[config.mk]
export PLATFORM = sky130hd
export DESIGN_NAME = rom_arbiter
export DESIGN_NICKNAME = d
export VERILOG_FILES = /design/src/rtl/rom_arb_pkg.sv /design/src/rtl/rom_arb_resp_buf.sv /design/src/rtl/rom_arbiter.sv
export SDC_FILE = /design/constraint.sdc
export NUM_CORES = 1
export LEC_CHECK = 0
export ABC_CLOCK_PERIOD_IN_PS = 5560
export BUFFER_PORTS_ARGS = -buffer_cell sky130_fd_sc_hd__clkbuf_2
export CORE_ASPECT_RATIO = 0.5
export CORE_MARGIN = 4
export CORE_UTILIZATION = 44
export CTS_CLUSTER_SIZE = 20
export DETAILED_ROUTE_END_ITERATION = 8
export PLACE_DENSITY = 0.83
export SYNTH_ARGS = -nofsm -noshare
export SYNTH_HDL_FRONTEND = slang
export SYNTH_SLANG_ARGS = --single-unit
[constraint.sdc]
create_clock -name clk_i -period 5.56 [get_ports clk_i]
set_input_delay 0 -clock clk_i [delete_from_list [all_inputs] [get_ports clk_i]]
set_output_delay 0 -clock clk_i [all_outputs]
set_load 0.05 [all_outputs]
[src/rtl/rom_arb_pkg.sv]
// Shared types and helpers for the ROM read-port arbiter.
// Holds port indices, the response bundle and the address check.
package rom_arb_pkg;

    localparam int ADDR_W_P = 32;
    localparam int DATA_W_P = 32;
    localparam int ROM_AW_P = 12;

    localparam int PORT_FETCH = 0;
    localparam int PORT_LOAD  = 1;

    typedef struct packed {
        logic                valid;
        logic                err;
        logic [DATA_W_P-1:0] data;
    } resp_t;

    // Flags a misaligned word address or one past the last ROM word.
    // Anything above 2^aw-4 is out of range, which also catches any
    // nonzero high address bits.
    function automatic logic addr_err(input logic [63:0] addr,
                                      input int          aw);
        logic [63:0] lim;
        lim = (64'd1 << aw) - 64'd4;
        return (addr[1:0] != 2'b00) || (addr > lim);
    endfunction

endpackage

[src/rtl/rom_arb_resp_buf.sv]
// One-deep registered response buffer (EMPTY/FULL) for one port.
// Ports: clk_i/rst_i, load_i+data_i+err_i capture a response,
//   resp_ready_i drains it, resp_o holds it, can_accept_o means a
//   load this cycle is safe (empty, or draining now).
module rom_arb_resp_buf
    import rom_arb_pkg::*;
(
    input  logic                clk_i,
    input  logic                rst_i,
    input  logic                load_i,
    input  logic [DATA_W_P-1:0] data_i,
    input  logic                err_i,
    input  logic                resp_ready_i,
    output resp_t               resp_o,
    output logic                can_accept_o
);

    localparam logic [0:0] EMPTY = 1'b0;
    localparam logic [0:0] FULL  = 1'b1;

    logic [0:0]          state_q, state_d;
    logic                err_q, err_d;
    logic [DATA_W_P-1:0] data_q, data_d;
    logic                drain;

    always_comb begin
        drain        = (state_q == FULL) && resp_ready_i;
        can_accept_o = (state_q == EMPTY) || drain;
        state_d      = state_q;
        err_d        = err_q;
        data_d       = data_q;
        case (state_q)
            EMPTY: if (load_i) state_d = FULL;
            FULL:  if (drain && !load_i) state_d = EMPTY;
        endcase
        if (load_i) begin
            err_d  = err_i;
            data_d = data_i;
        end
    end

    always_ff @(posedge clk_i or posedge rst_i) begin
        if (rst_i) begin
            state_q <= EMPTY;
            err_q   <= 1'b0;
            data_q  <= '0;
        end else begin
            state_q <= state_d;
            err_q   <= err_d;
            data_q  <= data_d;
        end
    end

    assign resp_o.valid = (state_q == FULL);
    assign resp_o.err   = err_q;
    assign resp_o.data  = data_q;

endmodule

[src/rtl/rom_arbiter.sv]
// Round-robin arbiter sharing the instruction ROM read port between
// fetch (port 0) and constant loads (port 1).
// Ports: req_valid_i/req_addr*_i/req_ready_o request handshake,
//   resp_valid_o/resp_data*_o/resp_err_o/resp_ready_i response
//   handshake, rom_addr_o/rom_data_i combinational ROM port.
module rom_arbiter
    import rom_arb_pkg::*;
#(
    parameter int ADDR_W = ADDR_W_P,
    parameter int DATA_W = DATA_W_P,
    parameter int ROM_AW = ROM_AW_P
) (
    input  logic              clk_i,
    input  logic              rst_i,
    input  logic [1:0]        req_valid_i,
    input  logic [ADDR_W-1:0] req_addr0_i,
    input  logic [ADDR_W-1:0] req_addr1_i,
    output logic [1:0]        req_ready_o,
    output logic [1:0]        resp_valid_o,
    output logic [DATA_W-1:0] resp_data0_o,
    output logic [DATA_W-1:0] resp_data1_o,
    output logic [1:0]        resp_err_o,
    input  logic [1:0]        resp_ready_i,
    output logic [ADDR_W-1:0] rom_addr_o,
    input  logic [DATA_W-1:0] rom_data_i
);

    logic              lp_q, lp_d;
    logic [1:0]        can_acc;
    logic [1:0]        elig;
    logic [1:0]        gnt;
    logic [ADDR_W-1:0] gnt_addr;
    logic              gnt_err;
    logic [DATA_W-1:0] gnt_data;
    resp_t             rsp0, rsp1;

    always_comb begin
        // No acceptance while reset holds the buffers.
        elig = req_valid_i & can_acc & {2{~rst_i}};
        case (elig)
            2'b01:   gnt = 2'b01;
            2'b10:   gnt = 2'b10;
            2'b11:   gnt = lp_q ? 2'b01 : 2'b10;
            default: gnt = 2'b00;
        endcase

        lp_d = lp_q;
        if (gnt[PORT_LOAD])
            lp_d = 1'b1;
        else if (gnt[PORT_FETCH])
            lp_d = 1'b0;

        unique case (1'b1)
            gnt[PORT_FETCH]: gnt_addr = req_addr0_i;
            gnt[PORT_LOAD]:  gnt_addr = req_addr1_i;
            default:         gnt_addr = '0;
        endcase

        gnt_err  = addr_err(64'(gnt_addr), ROM_AW);
        gnt_data = gnt_err ? '0 : rom_data_i;
    end

    always_ff @(posedge clk_i or posedge rst_i) begin
        if (rst_i)
            lp_q <= 1'b1;
        else
            lp_q <= lp_d;
    end

    rom_arb_resp_buf u_buf0 (
        .clk_i        (clk_i),
        .rst_i        (rst_i),
        .load_i       (gnt[PORT_FETCH]),
        .data_i       (gnt_data),
        .err_i        (gnt_err),
        .resp_ready_i (resp_ready_i[PORT_FETCH]),
        .resp_o       (rsp0),
        .can_accept_o (can_acc[PORT_FETCH])
    );

    rom_arb_resp_buf u_buf1 (
        .clk_i        (clk_i),
        .rst_i        (rst_i),
        .load_i       (gnt[PORT_LOAD]),
        .data_i       (gnt_data),
        .err_i        (gnt_err),
        .resp_ready_i (resp_ready_i[PORT_LOAD]),
        .resp_o       (rsp1),
        .can_accept_o (can_acc[PORT_LOAD])
    );

    assign req_ready_o  = gnt;
    assign rom_addr_o   = gnt_addr;
    assign resp_valid_o = {rsp1.valid, rsp0.valid};
    assign resp_err_o   = {rsp1.err, rsp0.err};
    assign resp_data0_o = rsp0.data;
    assign resp_data1_o = rsp1.data;

endmodule
; Yosys cells after proc, flatten, opt, wreduce, memory -nomap -nowiden
; Cells that the tools add are included.
[word_totals]
regBits = 69
input_bits = 102
output_inout_bits = 102
elab_cells = 39
[op_classes]
n_lt_le_gt_ge = 1
n_eq_ne = 3
mux = 12
n_bitwise = 5
reduce_logical = 11
[op_table]
columns = operator, n
row1 = 32-bit one-hot mux with 2 select lines, 1
row2 = 32-bit by 12-bit greater-than comparator with 1-bit output (second input constant), 1
row3 = 32-bit two-way mux, 1
row4 = 1-bit two-way mux, 6
row5 = 2-bit one-hot mux with 3 select lines, 1
row6 = 2-bit bitwise AND, 2
row7 = 2-bit equality test (second input constant), 2
row8 = 1-bit logical AND, 4
row9 = 1-bit one-hot mux with 2 select lines, 2
row10 = 2-bit nonzero test, 2
row11 = 1-bit logical OR, 3
row12 = 1-bit inverter, 3
row13 = 2-bit by 1-bit equality test with 1-bit output (second input constant), 1
row14 = 1-bit logical NOT, 2
row15 = 2-bit two-way mux, 1

; Longest topological paths before layout
; Gate-level depths: netlist of run 1.
[depth]
ltp_word = 10
ltp_mapped = 8
ltp_nobuf = 7

; Cells and area by module
; Synthesis of run 1 repeated with hierarchy kept, for this count alone.
[hier_totals]
hier_cells = 326
area_unflattened_um2 = 3942.5
[modules_own_cells]
columns = mod, instances, cells_per_inst, area_each_um2, seq_area_each_um2
row1 = rom_arb_resp_buf, 2, 76, 1433.9, 850.8
row2 = rom_arbiter, 1, 174, 1074.8, 26.3

; Worst setup path after synthesis of run 1
; OpenSTA, ideal clock, no wires.
[synth_path]
path_kind = input -> output
startpoint = input rst_i
endpoint = output rom_addr_o[20]
arrival_ns = 3.242
required_ns = 5.560
slack_ns = 2.318
cell_stages = 7
path_buffers = 1
cell_sequence = inv_1 -> and3_1 -> o21ai_1 -> inv_2 -> clkbuf_1 -> nand2_1 -> a21oi_1
[synth_between]
elab_chain_len = 5
word_cells_on_any_way = 7
cone_classes = eq/ne: 3 / mux: 2 / bitwise: 2
[synth_rtl]
columns = element, line
row1 = "start, declared", rom_arbiter.sv:14  ; input logic rst_i,
row2 = 1-bit inverter (*), rom_arbiter.sv:39  ; elig = req_valid_i & can_acc & {2{~rst_i}};
row3 = 2-bit bitwise AND (*), rom_arbiter.sv:39
row4 = 2-bit equality test or 2-bit by 1-bit equality test with 1-bit output (tied branches), rom_arbiter.sv:40  ; case (elig)
row5 = 2-bit one-hot mux with 3 select lines (*), rom_arbiter.sv:40
row6 = 32-bit one-hot mux with 2 select lines (*), rom_arbiter.sv:53  ; unique case (1'b1)
row7 = "end, declared", rom_arbiter.sv:24  ; output logic [ADDR_W-1:0] rom_addr_o,
; Mark *: on every way between the ends. The rest lies on a longest branch, timed or not.

; Worst setup path after layout of run 1
[layout_path]
startpoint = register u_buf1.state_q
endpoint = register u_buf0.data_q[18]
[layout_between]
elab_chain_len = 10
word_cells_on_any_way = 14
cone_classes = order compare: 1 / eq/ne: 3 / mux: 3 / bitwise: 3 / reduce/logical: 4
[layout_rtl]
columns = element, line
row1 = "start, declared", rom_arb_resp_buf.sv:21  ; logic [0:0] state_q, state_d;
row2 = "start signal, assigned", rom_arb_resp_buf.sv:48  ; state_q <= state_d;
row3 = 1-bit logical AND or 1-bit inverter (tied branches), "rom_arb_resp_buf.sv:27, rom_arb_resp_buf.sv:28"
row4 = 1-bit logical OR (*), rom_arb_resp_buf.sv:28  ; can_accept_o = (state_q == EMPTY) || drain;
row5 = 2-bit bitwise AND (*) (2 in series), rom_arbiter.sv:39
row6 = 2-bit equality test or 2-bit by 1-bit equality test with 1-bit output (tied branches), rom_arbiter.sv:40
row7 = 2-bit one-hot mux with 3 select lines (*), rom_arbiter.sv:40
row8 = 32-bit one-hot mux with 2 select lines, rom_arbiter.sv:53
row9 = 32-bit by 12-bit greater-than comparator with 1-bit output or 2-bit nonzero test (tied branches), rom_arb_pkg.sv:25  ; return (addr[1:0] != 2'b00) || (addr > lim);
row10 = 1-bit logical OR, rom_arb_pkg.sv:25
row11 = 32-bit two-way mux, rom_arbiter.sv:60  ; gnt_data = gnt_err ? '0 : rom_data_i;
row12 = "end signal, assigned", rom_arb_resp_buf.sv:50  ; data_q <= data_d;
row13 = "end, declared", rom_arb_resp_buf.sv:23  ; logic [DATA_W_P-1:0] data_q, data_d;
; Marked as above.
; A chain may end at the register's enable or synchronous reset.

==> results.py, run 1 <==
metrics = {
    "floorplan": {
        "dieArea_um2": 8550,
        "die_w_um": 127,
        "core_area_um2": 6750,
        "fp.dieH_um": 67.4,
        "core.rowCount": 21,
        "io-pin-count": 204,
        "initial_utilization_pct": 46.0,
    },
    "clock_network": {
        "cts_tree": "built",
        "cts_buffers": 9,
        "clk_latency_ns": 0.32,
        "cts_sinks": 69,
        "htree_levels": 3,
        "postCtsSetupBuffers": 0,
        "path_clk_slew_ns": 0.06,
        "ctsRootBufferMaster": "clkbuf_16",
        "cts_buffer_depth": 2,
    },
    "setup_path": {
        "r2r_end": "u_buf0.data_q[18]$_DFFE_PP0N_",
        "required_ns": 5.75,
        "critPathLaunchType": "flop",
        "r2r_slack_ns": 2.48,
        "worstPathArrival_ns": 3.27,
        "rr_startpoint": "u_buf1.state_q$_DFF_PP0_",
        "worstPathMaxFanout": 44,
        "crit_type": "reg -> reg",
        "worstRegToRegCells": 8,
        "worstSetupEndpointType": "flop",
    },
    "global_routing": {
        "grt-ovfl-total": 0,
        "grt_pass1_vias": 3228,
        "antenna_found_initial": 0,
        "grt_pass1_wl_um": 16100,
        "grt_start_max_net_pins": 60,
        "grtUsageTotal_pct": 23.8,
    },
    "routing": {
        "viasPerCell": 5.49,
        "routedWlPerCell_um": 17.7,
        "ant_nets": 0,
        "drc": 0,
        "drt_iter0_markers": 188,
        "vias": 3187,
        "wirelength_um": 10300,
        "dr.pass1.iters": 5,
    },
    "power_and_ir_drop": {
        "power.leakage_nw": 2.59,
        "power_density_nw_per_um2": 342,
        "peakVddDrop_mv": 0.197,
    },
    "timing": {
        "fmax_mhz": 325,
        "finClkSkew_ns": 0.00532,
        "rsz0062_at_grt": "false",
        "max_slew_margin_pct": 26.1,
        "finalCriticalPeriod_ns": 3.08,
        "hold_viol_final": 0,
        "slew_violations": 0,
        "setup_tns_ns": 0,
        "tightest_slew_ns": 1.10,
        "period_share_pct": 55.3,
        "finalSetupViolCount": 0,
    },
    "synthesis": {
        "synth_top_area_cell": "dfrtp_1",
        "syn_avg_cell_area_um2": 12.0,
        "synth_top_area_share_pct": 54.8,
        "synth_cell_types": 32,
        "netlist_area_um2": 3110,
        "ys_seq_elements": 69,
        "synth_cells": 259,
        "synth_nets": 361,
        "synth_area_leaders": "dfrtp_1 (55%), a22o_1 (24%), nand2_1 (3.0%)",
        "synth_warnings": 0,
        "ys_seq_area_share_pct": 55.6,
    },
    "job": {
        "cap_violations": 0,
    },
    "hold_path": {
        "whs_path_depth": 3,
        "min_from": "resp_ready_i[0]",
        "holdPathEnd": "u_buf0.state_q$_DFF_PP0_",
        "hold_path_class": "in -> reg",
    },
    "placement": {
        "place.detailed.hpwl_um": 7340,
        "dp.cells": 532,
        "port_buffers": 203,
        "globalplace.congestion": 0.883,
    },
    "final_layout": {
        "instances_no_fill": 581,
        "syn_to_final_growth_pct": 54.0,
        "final_cell_mix": "clkbuf_2 (203), a22o_1 (85), dfrtp_1 (68), dlygate4sd3_1 (34), nand2_1 (25)",
        "layout_commonest_cell": "clkbuf_2",
        "drive_gt1_share_pct": 48.1,
        "antenna_cells": 0,
        "nets": 587,
    },
    "run_status": {
        "status": "completed",
    },
}
worst max-delay path by stage:
stage / from / end / slack [ns] / depth (start not counted)
global placement: u_buf1.state_q$_DFF_PP0_ / u_buf0.data_q[1]$_DFFE_PP0N_ / 2.64 / 8
CTS: u_buf1.state_q$_DFF_PP0_ / rom_addr_o[18] / 2.52 / 6
finish: u_buf1.state_q$_DFF_PP0_ / u_buf0.data_q[18]$_DFFE_PP0N_ / 2.48 / 8
global route: u_buf1.state_q$_DFF_PP0_ / u_buf0.data_q[18]$_DFFE_PP0N_ / 2.20 / 8
detailed placement: u_buf1.state_q$_DFF_PP0_ / u_buf0.data_q[21]$_DFFE_PP0N_ / 2.52 / 8
floorplan: rst_i / rom_addr_o[20] / 2.32 / 7
kinds of logic after synthesis:
family                 count (synthesis)  synth area share, %
AO/OA/AOI/OAI                        106                 29.0
flip-flops                            69                 55.6
AND/OR/NAND/NOR                       55                 10.0
buffers and inverters                 28                 4.96
multiplexers                           1                0.322
layer usage:
layer | global-route usage (%) | vias up | wire length, um
met5 | 0 | - | 0
met4 | 9.63 | 0 | 237
met3 | 5.69 | 22 | 577
met2 | 44.0 | 121 | 5480
met1 | 27.2 | 1591 | 4000
li1 | - | 1453 | -
flip-flops by register name, summed over array words and instances (netlist names):
signal,cells
u_buf0.data_q,32
u_buf1.data_q,32
lp_q,1
u_buf0.err_q,1
u_buf0.state_q,1
u_buf1.err_q,1
u_buf1.state_q,1
metrics by stage:
stage | hold slack (ns) | utilization, % | worst slack [ns] | cell area, um2 | power, mW
detailed placement | -0.0371 | 61.1 | 2.52 | 4130 | 1.04
global route | 0.119 | 70.8 | 2.20 | 4780 | 1.70
floorplan | 0.133 | - | 2.32 | 3110 | 0.908
CTS | 0.0700 | 70.8 | 2.52 | 4780 | 1.65
finish | 0.0781 | 70.8 | 2.48 | 4780 | 1.64
global placement | -0.0345 | 61.1 | 2.64 | 4130 | 1.03
Yosys cell counts (all sizes together):
| cell | number |
|---|---|
| a22o | 85 |
| o41a | 1 |
| dfrtp | 68 |
| nor2b | 1 |
| buf | 13 |
| o2111ai | 4 |
| a21o | 1 |
| and3 | 2 |
| a21oi | 11 |
| or2 | 2 |
| o21ai | 1 |
| or4 | 1 |
| nand2 | 25 |
| nand4 | 2 |
| clkbuf | 12 |
| mux2i | 1 |
| o21bai | 1 |
| nor4 | 8 |
| inv | 3 |
| nand3 | 1 |
| o211ai | 2 |
| nor3 | 2 |
| dfstp | 1 |
| nor2 | 7 |
| and2b | 1 |
| nand2b | 3 |
power by group:
group          internal [mW]  total (mW)  switching [mW]
clock                  0.389       0.590           0.200
combinational          0.133       0.474           0.340
sequential             0.546       0.574          0.0275
total                   1.07        1.64           0.568
what timing repair did:
item / CTS / global route
hold buffers: 34 / 0
gates resized for setup: 0 / 0
endpoints found under the hold margin: 75 / 0
setup endpoints to repair: 0 / 0
critical path, stage by stage, from the launching register on:
cell and delay [ns]:
dfrtp_1 0.39, nand2b_1 0.20, nand2_1 0.14, o21ai_4 0.86
inv_2 0.51, nand4_1 0.30, nor4_4 0.05, buf_4 0.26
a22o_1 0.24
cell type report:
type / instances / area (um2)
Sequential cell: 69 / 1730
Clock buffer: 9 / 225
Clock inverter: 6 / 88.8
Tap cell: 92 / 115
Inverter: 3 / 11.3
Multi-Input combinational cell: 162 / 1230
Timing Repair Buffer: 240 / 1380
Fill cell: 490 / 1970
No activity file was read; power rests on OpenSTA's default activity.
==> run 2: changes to the inputs <==
Settings changed: ABC_CLOCK_PERIOD_IN_PS 5560 to 2700, CORE_UTILIZATION 44 to 38, PLACE_DENSITY 0.83 to 0.76.
Clock period 5.56 ns to 2.7 ns, I/O delays scaled along.
==> run 2 against run 1 <==
Net effect:
- cell count is 4.0% higher
- clock skew about the same
- via count up 0.41%
- global-route usage down 2.0 points
- largest cell class unchanged
==> results.py, run 2 (synthesis gave the netlist of run 1 again) <==
metrics = {
    "final_layout": {
        "drive_gt1_share_pct": 50.5,
        "instances_no_fill": 604,
        "reg_top3": "u_buf0.data_q x32, u_buf1.data_q x32",
        "regArea_um2": 1730,
        "layout_commonest_cell": "clkbuf_2",
        "multi_input_area_um2": 1270,
        "syn_to_final_growth_pct": 56.4,
        "fill_cells": 603,
        "nets": 593,
        "final_area_um2": 4860,
        "final_cell_mix": "clkbuf_2 (203), a22o_1 (85), dfrtp_1 (68), dlygate4sd3_1 (33), nand2_1 (25)",
    },
    "timing": {
        "hold_viol_final": 0,
        "finClkSkew_ns": 0.00515,
        "fmax_mhz": 417,
        "slew_violations": 0,
        "tightest_slew_ns": 0.644,
        "rsz0062_at_grt": "false",
        "max_slew_margin_pct": 57.1,
        "period_share_pct": 88.7,
        "finalCriticalPeriod_ns": 2.40,
        "finalSetupViolCount": 0,
    },
    "clock_network": {
        "htree_levels": 3,
        "ctsRootBufferMaster": "clkbuf_16",
        "path_clk_slew_ns": 0.05,
        "cts_sinks": 69,
        "cts_tree": "built",
        "cts_buffers": 9,
        "clk_latency_ns": 0.32,
        "cts_buffer_depth": 2,
    },
    "floorplan": {
        "initial_utilization_pct": 40.7,
        "core.rowCount": 22,
        "io-pin-count": 204,
        "dieArea_um2": 9770,
        "core_area_um2": 7620,
        "fp.dieH_um": 71.9,
        "die_w_um": 136,
    },
    "routing": {
        "dr.pass1.iters": 4,
        "drt_iter0_markers": 237,
        "vias": 3200,
        "viasPerCell": 5.30,
        "routedWlPerCell_um": 18.1,
        "ant_nets": 0,
        "wirelength_um": 10900,
        "drc": 0,
    },
    "global_routing": {
        "grt_pass1_wl_um": 16800,
        "grt_start_max_net_pins": 54,
        "grt_pass1_vias": 3163,
        "antenna_found_initial": 0,
        "grt-ovfl-total": 0,
        "grtUsageTotal_pct": 21.8,
    },
    "power_and_ir_drop": {
        "power_density_nw_per_um2": 678,
        "power.leakage_nw": 2.61,
        "peakVddDrop_mv": 0.337,
    },
    "placement": {
        "port_buffers": 203,
        "globalplace.congestion": 0.842,
        "dp.cells": 555,
        "place.detailed.hpwl_um": 7940,
        "dpl_cell_area_um2": 4240,
    },
    "setup_path": {
        "required_ns": 2.70,
        "worstPathArrival_ns": 2.40,
        "critPathLaunchType": "input port",
        "worstSetupEndpointType": "output pin",
        "crit_type": "in -> out",
        "worstPathMaxFanout": 43,
    },
    "run_status": {
        "status": "completed",
    },
    "hold_path": {
        "hold_path_class": "in -> reg",
    },
    "job": {
        "cap_violations": 0,
    },
}
[run 2: cell types whose count changed in the layout (fill, tap and decap cells not counted)]
cell,previous run,this run
a21oi_2,0,9
diode_2,0,1
a21oi_1,11,2
buf_6,0,1
dlygate4sd3_1,34,33
buf_4,3,9
bufinv_16,2,1
clkinv_4,1,0
clkbuf_1,0,1
clkinv_2,1,3
inv_2,3,2
[run 2: worst max-delay path, cell delays in order]
cell and delay (ns):
dlygate4sd3_1 0.52, clkbuf_2 0.15, clkinvlp_4 0.36, and3_1 0.36, o21ai_4 0.08, buf_6 0.34
nand2_1 0.14, a21oi_2 0.14, clkbuf_2 0.29
[run 2: power by group]
group	switching [mW]	leakage (nW)	internal (mW)
sequential	0.0596	0.934	1.13
combinational	0.717	1.54	0.285
clock	0.401	0.138	0.704
[run 2: path summary, 6_finish.rpt]
check | end | slack, ns | cells past startpoint | from
worst max-delay path | rom_addr_o[28] | 0.30 | 9 | rst_i
worst min-delay path | lp_q$_DFFE_PP1P_ | 0.01 | 3 | req_valid_i[1]
worst max register to register | u_buf1.data_q[20]$_DFFE_PP0N_ | 0.60 | 6 | lp_q$_DFFE_PP1P_
worst min register to register | u_buf1.data_q[28]$_DFFE_PP0N_ | 0.50 | 1 | u_buf1.data_q[28]$_DFFE_PP0N_
max in group asynchronous | u_buf1.data_q[27]$_DFFE_PP0N_ | 1.50 | 4 | rst_i
min in group asynchronous | u_buf1.data_q[9]$_DFFE_PP0N_ | 0.24 | 3 | rst_i
[run 2: area by class of cell]
class                      count  share of cell area [%]
tap                          108                    2.78
clock inverter                 5                    1.08
sequential                    69                    35.6
timing repair buffer         246                    29.3
inverter                       3                   0.309
clock buffer                  10                    4.72
antenna                        1                  0.0515
multi-input combinational    162                    26.1
[run 2: what timing repair did]
| action | CTS | global route |
|---|---|---|
| endpoints found under the setup margin | 0 | 7 |
| buffers inserted | 0 | 0 |
| hold endpoints to repair | 80 | 0 |
| gates resized for setup | 0 | 1 |
| hold buffers | 33 | 0 |
[run 2: per-layer routing]
layer	track usage, %	vias up	wire length (um)
li1	-	1465	-
met2	39.2	135	5760
met4	6.26	0	196
met5	0	-	0
met1	25.8	1581	4200
met3	6.16	19	789
[run 2: metrics by stage]
stage / setup WS, ns / setup TNS, ns / hold WS [ns] / total power [mW] / utilization, %
CTS: 0.161 / 0 / 0.00156 / 3.31 / 63.6
finish: 0.305 / 0 / 0.0137 / 3.29 / 63.7
floorplan: -0.167 / -0.167 / 0.133 / 1.88 / -
global route: 0.109 / 0 / 0.0231 / 3.42 / 63.7
global placement: 0.618 / 0 / 0.0140 / 2.16 / 55.6
detailed placement: 0.629 / 0 / 0.0247 / 2.16 / 55.6
==> run 3: changes to the inputs <==
Settings changed: CELL_PAD_IN_SITES_DETAIL_PLACEMENT from default to 1, CELL_PAD_IN_SITES_GLOBAL_PLACEMENT from default to 2, CORE_UTILIZATION 38 to 22, PLACE_DENSITY 0.76 to default, PLACE_DENSITY_LB_ADDON from default to 0.1.
==> run 3 against run 2 <==
Net effect:
- sequential share of layout area down 1.2 points
- clock skew up 0.0015 ns
- worst setup slack better by 0.035 ns
- non-clock buffer count down 1
- core utilization down 27 points
- largest power group is now clock
- final area up 3.5%
- clock power up 25%
- first-iteration DRC count down 57%
- via count down 0.44%
- register-to-register slack worse by 0.07 ns
- critical path type is now reg -> out
- global-route usage down 6.5 points
- largest cell class unchanged
- die area up 66%
==> results.py, run 3 (synthesis gave the netlist of run 1 again) <==
metrics = {
    "run_status": {
        "status": "completed",
    },
    "floorplan": {
        "initial_utilization_pct": 22.7,
        "die_w_um": 176,
        "dieArea_um2": 16200,
        "core.rowCount": 30,
        "io-pin-count": 204,
        "core_area_um2": 13700,
        "fp.dieH_um": 92.0,
    },
    "timing": {
        "period_share_pct": 87.4,
        "finClkSkew_ns": 0.00666,
        "fmax_mhz": 424,
        "finalCriticalPeriod_ns": 2.36,
        "hold_viol_final": 0,
        "finalSetupViolCount": 0,
        "fin_ws_ns": 0.340,
        "slew_violations": 0,
        "rsz0062_at_grt": "false",
        "max_slew_margin_pct": 60.0,
        "setup_tns_ns": 0,
        "tightest_slew_ns": 0.598,
    },
    "clock_network": {
        "ctsRootBufferMaster": "clkbuf_16",
        "htree_levels": 3,
        "clk_latency_ns": 0.33,
        "cts_buffers": 9,
        "cts_tree": "built",
        "cts_sinks": 69,
        "ctsResizeCount": 0,
        "path_clk_slew_ns": 0.06,
        "cts_buffer_depth": 2,
        "postCtsSetupBuffers": 0,
    },
    "global_routing": {
        "grt_pass1_vias": 3622,
        "grt_pass1_wl_um": 19700,
        "grt-ovfl-total": 0,
        "antenna_found_initial": 0,
        "grtUsageTotal_pct": 15.3,
        "grt_start_max_net_pins": 44,
    },
    "final_layout": {
        "antenna_cells": 0,
        "syn_to_final_growth_pct": 61.8,
        "final_area_um2": 5020,
        "reg_top3": "u_buf0.data_q x32, u_buf1.data_q x32",
        "instances_no_fill": 687,
        "layout_commonest_cell": "clkbuf_2",
        "nets": 592,
        "final_util_pct": 36.8,
        "final_cell_mix": "clkbuf_2 (203), a22o_1 (85), dfrtp_1 (68), dlygate4sd3_1 (33), nand2_1 (25)",
        "drive_gt1_share_pct": 50.7,
    },
    "routing": {
        "routedWlPerCell_um": 18.2,
        "wirelength_um": 12500,
        "ant_nets": 0,
        "drt_iter0_markers": 102,
        "vias": 3186,
        "dr.pass1.iters": 4,
        "viasPerCell": 4.64,
        "drc": 0,
    },
    "setup_path": {
        "worstPathMaxFanout": 43,
        "critPathLaunchType": "flop",
        "crit_chain": "nand2b_1 -> nand2_1 -> o21ai_4 -> buf_4 -> nand2_1 -> a21oi_2 -> clkbuf_2",
        "crit_slowest_cell": "buf_4",
        "worstSetupEndpointType": "output pin",
        "timing.critical_path.mode_cell": "nand2_1",
        "crit_type": "reg -> out",
        "required_ns": 2.70,
        "worstPathArrival_ns": 2.36,
        "cpPeakStageDelay_ns": 0.48,
    },
    "power_and_ir_drop": {
        "power.leakage_nw": 2.64,
        "power_density_nw_per_um2": 712,
        "peakVddDrop_mv": 0.263,
    },
    "placement": {
        "port_buffers": 203,
        "place_ws_ns": 0.564,
        "dpl_cell_area_um2": 4340,
        "globalplace.congestion": 0.846,
        "dp.cells": 638,
        "place.detailed.hpwl_um": 9520,
    },
    "job": {
        "cap_violations": 0,
    },
    "hold_path": {
        "hold_path_class": "in -> reg",
    },
}
run 3: cell types whose count changed in the layout (fill, tap and decap cells not counted), sizes merged:
cell | before | now
clkbuf | 213 | 214
buf | 10 | 9
diode | 1 | 0
bufinv | 1 | 3
clkinv | 3 | 1
run 3: report_power, final:
part / internal (mW) / switching, mW / total [mW]
Combinational: 0.282 / 0.720 / 1.00
Clock: 0.954 / 0.436 / 1.39
Sequential: 1.12 / 0.0599 / 1.18
run 3: worst max-delay path, delay by kind of cell, from the launching register on:
kind	cells	cell delay (ns)
AND/OR/NAND/NOR	3	0.51
buffers and inverters	2	0.78
AO/OA/AOI/OAI	2	0.34
flip-flops	1	0.40
run 3: per-stage QoR:
| stage | hold slack, ns | power [mW] |
|---|---|---|
| final | 0.0403 | 3.58 |
| after global routing | 0.0661 | 3.73 |
| after detailed placement | -0.0773 | 2.18 |
| after global placement | -0.0748 | 2.16 |
| after CTS | 0.0267 | 3.63 |
| after floorplan | 0.133 | 1.88 |
run 3: path summary, 6_finish.rpt:
check / start / endpoint / slack, ns / cells after the start
max: u_buf1.state_q$_DFF_PP0_ / rom_addr_o[13] / 0.34 / 7
min: req_valid_i[1] / lp_q$_DFFE_PP1P_ / 0.04 / 3
max reg2reg: lp_q$_DFFE_PP1P_ / u_buf1.data_q[14]$_DFFE_PP0N_ / 0.53 / 6
min reg2reg: u_buf0.err_q$_DFFE_PP0N_ / u_buf0.err_q$_DFFE_PP0N_ / 0.50 / 2
max in group asynchronous: rst_i / u_buf0.data_q[22]$_DFFE_PP0N_ / 1.91 / 4
min in group asynchronous: rst_i / u_buf0.state_q$_DFF_PP0_ / 0.14 / 3
run 3: cell type report:
cell class,count,area (um2)
well taps,192,240
multi-input cells,162,1270
clock buffers,11,253
flip-flops and latches,69,1730
repair buffers,245,1410
inverters,3,15.0
clock inverters,5,106
fillers,1581,8640
run 3: timing repair:
item / in CTS / in global routing
hold endpoints to repair: 132 / 0
hold buffers: 33 / 0
endpoints found under the setup margin: 0 / 0
run 3: routing by layer:
metal | GRT usage, % | up-vias | routed length, um
met4 | 3.24 | 0 | 128
met5 | 0 | - | 0
met1 | 18.5 | 1602 | 5340
li1 | - | 1458 | -
met3 | 4.24 | 11 | 803
met2 | 27.4 | 115 | 6250
